<file path="src/rtl/packet_interval_timer_if.sv">
// Handshake and control bundle between the packet scheduler and its host/modulator.
// master drives configuration and the modulator acks; slave is the scheduler itself.
interface packet_interval_timer_if #(
  parameter int WAIT_SIZE = 24,
  parameter int CNT_SIZE  = 8
);
  logic                 enable;
  logic [WAIT_SIZE-1:0] period;
  logic [WAIT_SIZE-1:0] guard;
  logic [CNT_SIZE-1:0]  burstLen;
  logic                 txReq;
  logic                 txAck;
  logic                 txDone;
  logic                 countDone;
  logic                 busy;
  logic                 burstDone;
  logic                 overrun;
  logic [CNT_SIZE-1:0]  pktCount;

  modport master (
    output enable, period, guard, burstLen, txAck, txDone,
    input  txReq, countDone, busy, burstDone, overrun, pktCount
  );

  modport slave (
    input  enable, period, guard, burstLen, txAck, txDone,
    output txReq, countDone, busy, burstDone, overrun, pktCount
  );
endinterface

</file>
<file path="src/rtl/packet_interval_timer.sv">
// Packet-interval scheduler: free-running interval counter gated by PLL lock,
// guard flag, one req/ack/done transmit handshake per interval, burst and overrun tracking.
module packet_interval_timer #(
  parameter int WAIT_SIZE = 24,
  parameter int CNT_SIZE  = 8
) (
  input  logic                  clk,
  input  logic                  rst,
  input  logic                  clkLock,
  packet_interval_timer_if.slave bus
);

  typedef enum logic [1:0] {IDLE, ARMED, REQ, TX} state_t;

  state_t               state_q, state_d;
  logic                 enable_prev_q;
  logic [WAIT_SIZE-1:0] waitcount_q, waitcount_d;
  logic [WAIT_SIZE-1:0] period_q, period_d;
  logic [WAIT_SIZE-1:0] guard_q, guard_d;
  logic [CNT_SIZE-1:0]  burst_len_q, burst_len_d;
  logic [CNT_SIZE-1:0]  pkt_count_q, pkt_count_d;
  logic                 count_done_q, count_done_d;
  logic                 tx_req_q, tx_req_d;
  logic                 busy_q, busy_d;
  logic                 burst_done_q, burst_done_d;
  logic                 overrun_q, overrun_d;

  logic                 sync_rst;
  logic                 start;
  logic                 tick;
  logic [WAIT_SIZE-1:0] period_clamped;
  logic [CNT_SIZE-1:0]  pkt_count_inc;

  assign sync_rst       = rst | ~clkLock;
  assign start          = bus.enable & ~enable_prev_q;
  assign tick           = (state_q != IDLE) && (waitcount_q == period_q);
  assign period_clamped = (bus.period < WAIT_SIZE'(2)) ? WAIT_SIZE'(2) : bus.period;
  assign pkt_count_inc  = (&pkt_count_q) ? pkt_count_q : pkt_count_q + CNT_SIZE'(1);

  always_comb begin
    state_d      = state_q;
    waitcount_d  = waitcount_q;
    period_d     = period_q;
    guard_d      = guard_q;
    burst_len_d  = burst_len_q;
    pkt_count_d  = pkt_count_q;
    overrun_d    = overrun_q;
    burst_done_d = 1'b0;

    if (state_q == IDLE) begin
      waitcount_d = '0;
      if (start) begin
        period_d    = period_clamped;
        guard_d     = bus.guard;
        burst_len_d = bus.burstLen;
        overrun_d   = 1'b0;
        pkt_count_d = '0;
        state_d     = ARMED;
      end
    end else begin
      // Timing parameters may only change on an interval boundary.
      if (tick) begin
        waitcount_d = '0;
        period_d    = period_clamped;
        guard_d     = bus.guard;
      end else begin
        waitcount_d = waitcount_q + WAIT_SIZE'(1);
      end

      case (state_q)
        ARMED: begin
          if (!bus.enable) begin
            state_d = IDLE;
          end else if (tick) begin
            state_d = REQ;
          end
        end
        REQ: begin
          if (tick) begin
            overrun_d = 1'b1;
          end
          if (bus.txAck) begin
            state_d = TX;
          end
        end
        TX: begin
          if (tick) begin
            overrun_d = 1'b1;
          end
          if (bus.txDone) begin
            pkt_count_d = pkt_count_inc;
            if ((burst_len_q != '0) && (pkt_count_inc == burst_len_q)) begin
              burst_done_d = 1'b1;
              state_d      = IDLE;
            end else if (!bus.enable) begin
              state_d = IDLE;
            end else begin
              state_d = ARMED;
            end
          end
        end
        default: state_d = IDLE;
      endcase

      if (state_d == IDLE) begin
        waitcount_d = '0;
      end
    end

    // The wrap cycle itself clears the flag so it drops right after the interval ends.
    count_done_d = (state_d != IDLE) && !tick && (waitcount_q > guard_q);
    tx_req_d     = (state_d == REQ);
    busy_d       = (state_d != IDLE);
  end

  always_ff @(posedge clk) begin
    enable_prev_q <= bus.enable;
    if (sync_rst) begin
      state_q      <= IDLE;
      waitcount_q  <= '0;
      period_q     <= '0;
      guard_q      <= '0;
      burst_len_q  <= '0;
      pkt_count_q  <= '0;
      count_done_q <= 1'b0;
      tx_req_q     <= 1'b0;
      busy_q       <= 1'b0;
      burst_done_q <= 1'b0;
      overrun_q    <= 1'b0;
    end else begin
      state_q      <= state_d;
      waitcount_q  <= waitcount_d;
      period_q     <= period_d;
      guard_q      <= guard_d;
      burst_len_q  <= burst_len_d;
      pkt_count_q  <= pkt_count_d;
      count_done_q <= count_done_d;
      tx_req_q     <= tx_req_d;
      busy_q       <= busy_d;
      burst_done_q <= burst_done_d;
      overrun_q    <= overrun_d;
    end
  end

  assign bus.txReq     = tx_req_q;
  assign bus.countDone = count_done_q;
  assign bus.busy      = busy_q;
  assign bus.burstDone = burst_done_q;
  assign bus.overrun   = overrun_q;
  assign bus.pktCount  = pkt_count_q;

endmodule

</file>
<file path="src/flat_wrapper.sv">
// flat-port wrapper written by rule: the top's interface ports become plain ports
module packet_interval_timer_flat 
#(
  parameter int WAIT_SIZE = 24,
  parameter int CNT_SIZE  = 8
)
  (clk, rst, clkLock, bus_enable, bus_period, bus_guard, bus_burstLen, bus_txAck, bus_txDone, bus_txReq, bus_countDone, bus_busy, bus_burstDone, bus_overrun, bus_pktCount);
  packet_interval_timer_if #(.WAIT_SIZE(WAIT_SIZE), .CNT_SIZE(CNT_SIZE)) bus_i ();
  input  logic clk;
  input  logic rst;
  input  logic clkLock;
  input wire logic [$bits(bus_i.enable)-1:0] bus_enable;
  input wire logic [$bits(bus_i.period)-1:0] bus_period;
  input wire logic [$bits(bus_i.guard)-1:0] bus_guard;
  input wire logic [$bits(bus_i.burstLen)-1:0] bus_burstLen;
  input wire logic [$bits(bus_i.txAck)-1:0] bus_txAck;
  input wire logic [$bits(bus_i.txDone)-1:0] bus_txDone;
  output wire logic [$bits(bus_i.txReq)-1:0] bus_txReq;
  output wire logic [$bits(bus_i.countDone)-1:0] bus_countDone;
  output wire logic [$bits(bus_i.busy)-1:0] bus_busy;
  output wire logic [$bits(bus_i.burstDone)-1:0] bus_burstDone;
  output wire logic [$bits(bus_i.overrun)-1:0] bus_overrun;
  output wire logic [$bits(bus_i.pktCount)-1:0] bus_pktCount;
  assign bus_i.enable = bus_enable;
  assign bus_i.period = bus_period;
  assign bus_i.guard = bus_guard;
  assign bus_i.burstLen = bus_burstLen;
  assign bus_i.txAck = bus_txAck;
  assign bus_i.txDone = bus_txDone;
  assign bus_txReq = bus_i.txReq;
  assign bus_countDone = bus_i.countDone;
  assign bus_busy = bus_i.busy;
  assign bus_burstDone = bus_i.burstDone;
  assign bus_overrun = bus_i.overrun;
  assign bus_pktCount = bus_i.pktCount;
  packet_interval_timer #(.WAIT_SIZE(WAIT_SIZE), .CNT_SIZE(CNT_SIZE)) u_core (.clk(clk), .rst(rst), .clkLock(clkLock), .bus(bus_i));
endmodule
</file>
<file path="config.mk">
export PLATFORM = sky130hd
export DESIGN_NAME = packet_interval_timer_flat
export DESIGN_NICKNAME = d
export VERILOG_FILES = /design/src/rtl/packet_interval_timer_if.sv /design/src/rtl/packet_interval_timer.sv /design/src/flat_wrapper.sv
export SDC_FILE = /design/constraint.sdc
export NUM_CORES = 1
export LEC_CHECK = 0
export BUFFER_PORTS_ARGS = -buffer_cell sky130_fd_sc_hd__clkbuf_2
export CAP_MARGIN = 0
export CORE_ASPECT_RATIO = 1.2
export CORE_MARGIN = 5
export CORE_UTILIZATION = 52
export DETAILED_ROUTE_END_ITERATION = 7
export PLACE_DENSITY = 0.79
export SETUP_SLACK_MARGIN = 0.4
export SYNTH_ARGS = -nofsm -noshare
export SYNTH_HDL_FRONTEND = slang
export SYNTH_SLANG_ARGS = --single-unit
</file>
<file path="constraint.sdc">
create_clock -name clk -period 5.13 [get_ports clk]
set_input_delay 0.2565 -clock clk [delete_from_list [all_inputs] [get_ports clk]]
set_output_delay 0.2565 -clock clk [all_outputs]
set_load 0.01 [all_outputs]
</file>
==> flow_summary.yaml <==
cells_and_area:
  drive_above_1_share: 0.150
  syn2layout_area_growth_pct: 13.5
  final_cell_mix: "116 x nor2_1, 96 x dfxtp_1, 74 x clkbuf_2, 67 x nand2_1, 55 x a21oi_1"
  final_common_cell: "nor2_1"
  fin_area_sq_um: 5910
  nFillCells: 917
  diodes: 0
  final_nets: 799
min_path:
  whs_endpoint: "u_core.enable_prev_q$_DFF_P_"
  hold_depth: 1
  min_from: "bus_enable"
  hold_path.class: "in2reg"
place:
  numPortBuffers: 74
  dp_hpwl_microns: 9710
  preCtsSetupSlack_ns: 1.67
  gp_congestion: 0.869
  place_area_sq_um: 5620
critical_path:
  required_ns: 5.33
  reg2reg_depth: 9
  r2r_slack_ns: 1.61
  r2r_end: "u_core.period_q[9]$_SDFFE_PP0P_"
  arrival_ns: 3.72
  endpoint_kind: "register"
  worstSetupStartpointType: "register"
  timing.rr.start: "u_core.state_q[0]$_SDFF_PP0_"
  crit_fanout: 37
  worst-setup-path-type: "reg2reg"
timing:
  fin_skew_ns: 0.00605
  hold_ws_ns: 0.0651
  hold_viol: 0
  fin_crit_ns: 3.52
  post-route-period-util: 0.686
  fin_ws_ns: 1.61
  rsz0062_at_grt: "no"
  fmax_mhz: 284
  relSlewSlack: 0.375
  report.final.slew_viol_count: 0
  setup_viol: 0
  setup_tns_ns: 0
  max_slew.worst_pin.slew_ns: 0.938
cts:
  clk_pin_slew_worst_paths_ns: 0.06
  clk_latency_ns: 0.34
  cts.repair.resized: 0
  postCtsSetupRepairBufs: 0
  cts_tree: "yes"
  clockRootBuffer: "clkbuf_16"
  cts.htree.levels: 3
  clk_path_buf_depth: 2
  cts_hold_buf: 0
  clock_sinks: 96
  numCtsBuffers: 9
power_and_ir_drop:
  p_leak_nw: 2.31
  total_power_mw: 1.60
  power_density_nw_per_um2: 270
  peakVddDrop_uv: 164
die:
  die_height_microns: 120
  die_x_microns: 101
  rows: 40
  core_sq_um: 9910
  die_area_sq_um: 12100
  ioPinCount: 75
  start_util: 0.526
synthesis:
  yosysWarningCount: 0
  synth.distinct_cells: 55
  synth_seq_area_share: 0.369
  netlist_area_sq_um: 5210
  ys_ff_latch: 96
  async_reset_ff_frac: 0
  synth_nets: 739
  synth_edf_count: 0
  syn_inst: 646
  ys.flop_type: "dfxtp_1"
  avgSynthCellArea_sq_um: 8.06
routing:
  drtIter0Drc: 233
  via_per_inst: 5.57
  drc: 0
  ant_nets: 0
  wire_per_inst_microns: 15.4
  routed_wl_microns: 12900
  via_count: 4655
  drt_pass1_iterations: 7
run:
  drv_cap: 0
grt:
  grt_max_degree: 72
  first_global_vias: 4671
  antenna_found_initial: 0
  grt_overflow_total: 0
  grtUsageTotal: 0.219
  grt_pass1_wl_microns: 21500
outcome:
  status: "complete, no violations"
worst max-delay path: stages, from the launching register on:
cell	delay, ns
dfxtp_1	0.44
inv_1	0.14
ha_1	0.34
inv_1	0.22
nand2_1	0.09
nor4_1	0.49
a21o_2	0.85
buf_4	0.47
mux2i_1	0.26
nor2_1	0.06
layer usage:
metal | part of all wire | up-vias | GRT usage
met3 | 0.036 | 33 | 0.0238
met2 | 0.52 | 114 | 0.392
met1 | 0.41 | 2175 | 0.256
met4 | 0.031 | 0 | 0.102
met5 | 0 | - | 0
li1 | - | 2333 | -
cell families after synthesis:
kind of cell,Yosys count,share of synthesized area
compound gates,105,0.127
simple gates,277,0.245
buf+inv,62,0.0533
fa+ha+maj,31,0.0745
flops,96,0.369
mux,24,0.0461
xor+xnor,51,0.0858
layout make-up:
cell class / instances / area (sq um) / area share
inverter: 33 / 124 / 0.0210
sequential: 96 / 1920 / 0.325
clock inverter: 3 / 42.5 / 0.00720
timing repair buffer: 78 / 400 / 0.0677
clock buffer: 11 / 253 / 0.0428
tap: 126 / 158 / 0.0267
multi-input combinational: 488 / 3010 / 0.510
state kept, by name (all words and copies together), names as in the netlist:
signal and flops:
u_core.bus.pktCount 8, u_core.bus.busy 1, u_core.enable_prev_q 1, u_core.burst_len_q 8, u_core.bus.txReq 1, u_core.bus.countDone 1
u_core.state_q 2, u_core.period_q 24, u_core.guard_q 24, u_core.waitcount_q 24, u_core.bus.burstDone 1, u_core.bus.overrun 1
report_power, final:
group / total, mW / internal (mW) / switching [mW]
Combinational: 0.161 / 0.0677 / 0.0932
Sequential: 0.768 / 0.760 / 0.00890
Clock: 0.669 / 0.398 / 0.271
Total: 1.60 / 1.23 / 0.373
metrics by stage:
step           utilization  instances
2_1_floorplan            -        646
3_3_place_gp         0.567        821
3_5_place_dp         0.567        821
4_1_cts              0.596        835
5_1_grt              0.596        835
6_report             0.596        835
worst max-delay path by stage:
stage / start / end / cells after the start
3_3_place_gp: u_core.state_q[0]$_SDFF_PP0_ / u_core.period_q[9]$_SDFFE_PP0P_ / 9
2_1_floorplan: u_core.bus.pktCount[0]$_SDFFE_PP0P_ / u_core.waitcount_q[10]$_SDFF_PP0_ / 10
4_1_cts: u_core.state_q[0]$_SDFF_PP0_ / u_core.period_q[9]$_SDFFE_PP0P_ / 9
6_report: u_core.state_q[0]$_SDFF_PP0_ / u_core.period_q[9]$_SDFFE_PP0P_ / 9
3_5_place_dp: u_core.state_q[0]$_SDFF_PP0_ / u_core.period_q[9]$_SDFFE_PP0P_ / 9
5_1_grt: u_core.state_q[0]$_SDFF_PP0_ / u_core.guard_q[23]$_SDFFE_PP0P_ / 10
cell usage after synthesis (3+ instances only):
cell type | instances | area share
nor2b_1 | 6 | 0.0072
xnor2_1 | 42 | 0.071
xor2_1 | 9 | 0.015
o21ai_0 | 9 | 0.0086
and2_1 | 3 | 0.0036
nor4_1 | 9 | 0.011
nor2_1 | 116 | 0.084
ha_1 | 31 | 0.074
and3_1 | 3 | 0.0036
a31o_2 | 3 | 0.0050
clkbuf_1 | 18 | 0.013
nand3_1 | 17 | 0.016
nor3b_1 | 3 | 0.0043
mux2i_1 | 24 | 0.046
dfxtp_1 | 96 | 0.37
nand2_1 | 67 | 0.048
a21oi_1 | 55 | 0.053
and4_1 | 6 | 0.010
buf_2 | 4 | 0.0038
buf_6 | 3 | 0.0065
a21o_1 | 7 | 0.010
nand4_1 | 16 | 0.019
a211oi_1 | 7 | 0.010
inv_1 | 33 | 0.024
o31ai_1 | 3 | 0.0043
nor3_1 | 18 | 0.017
Note: power is estimated with default switching activity, not from simulation.
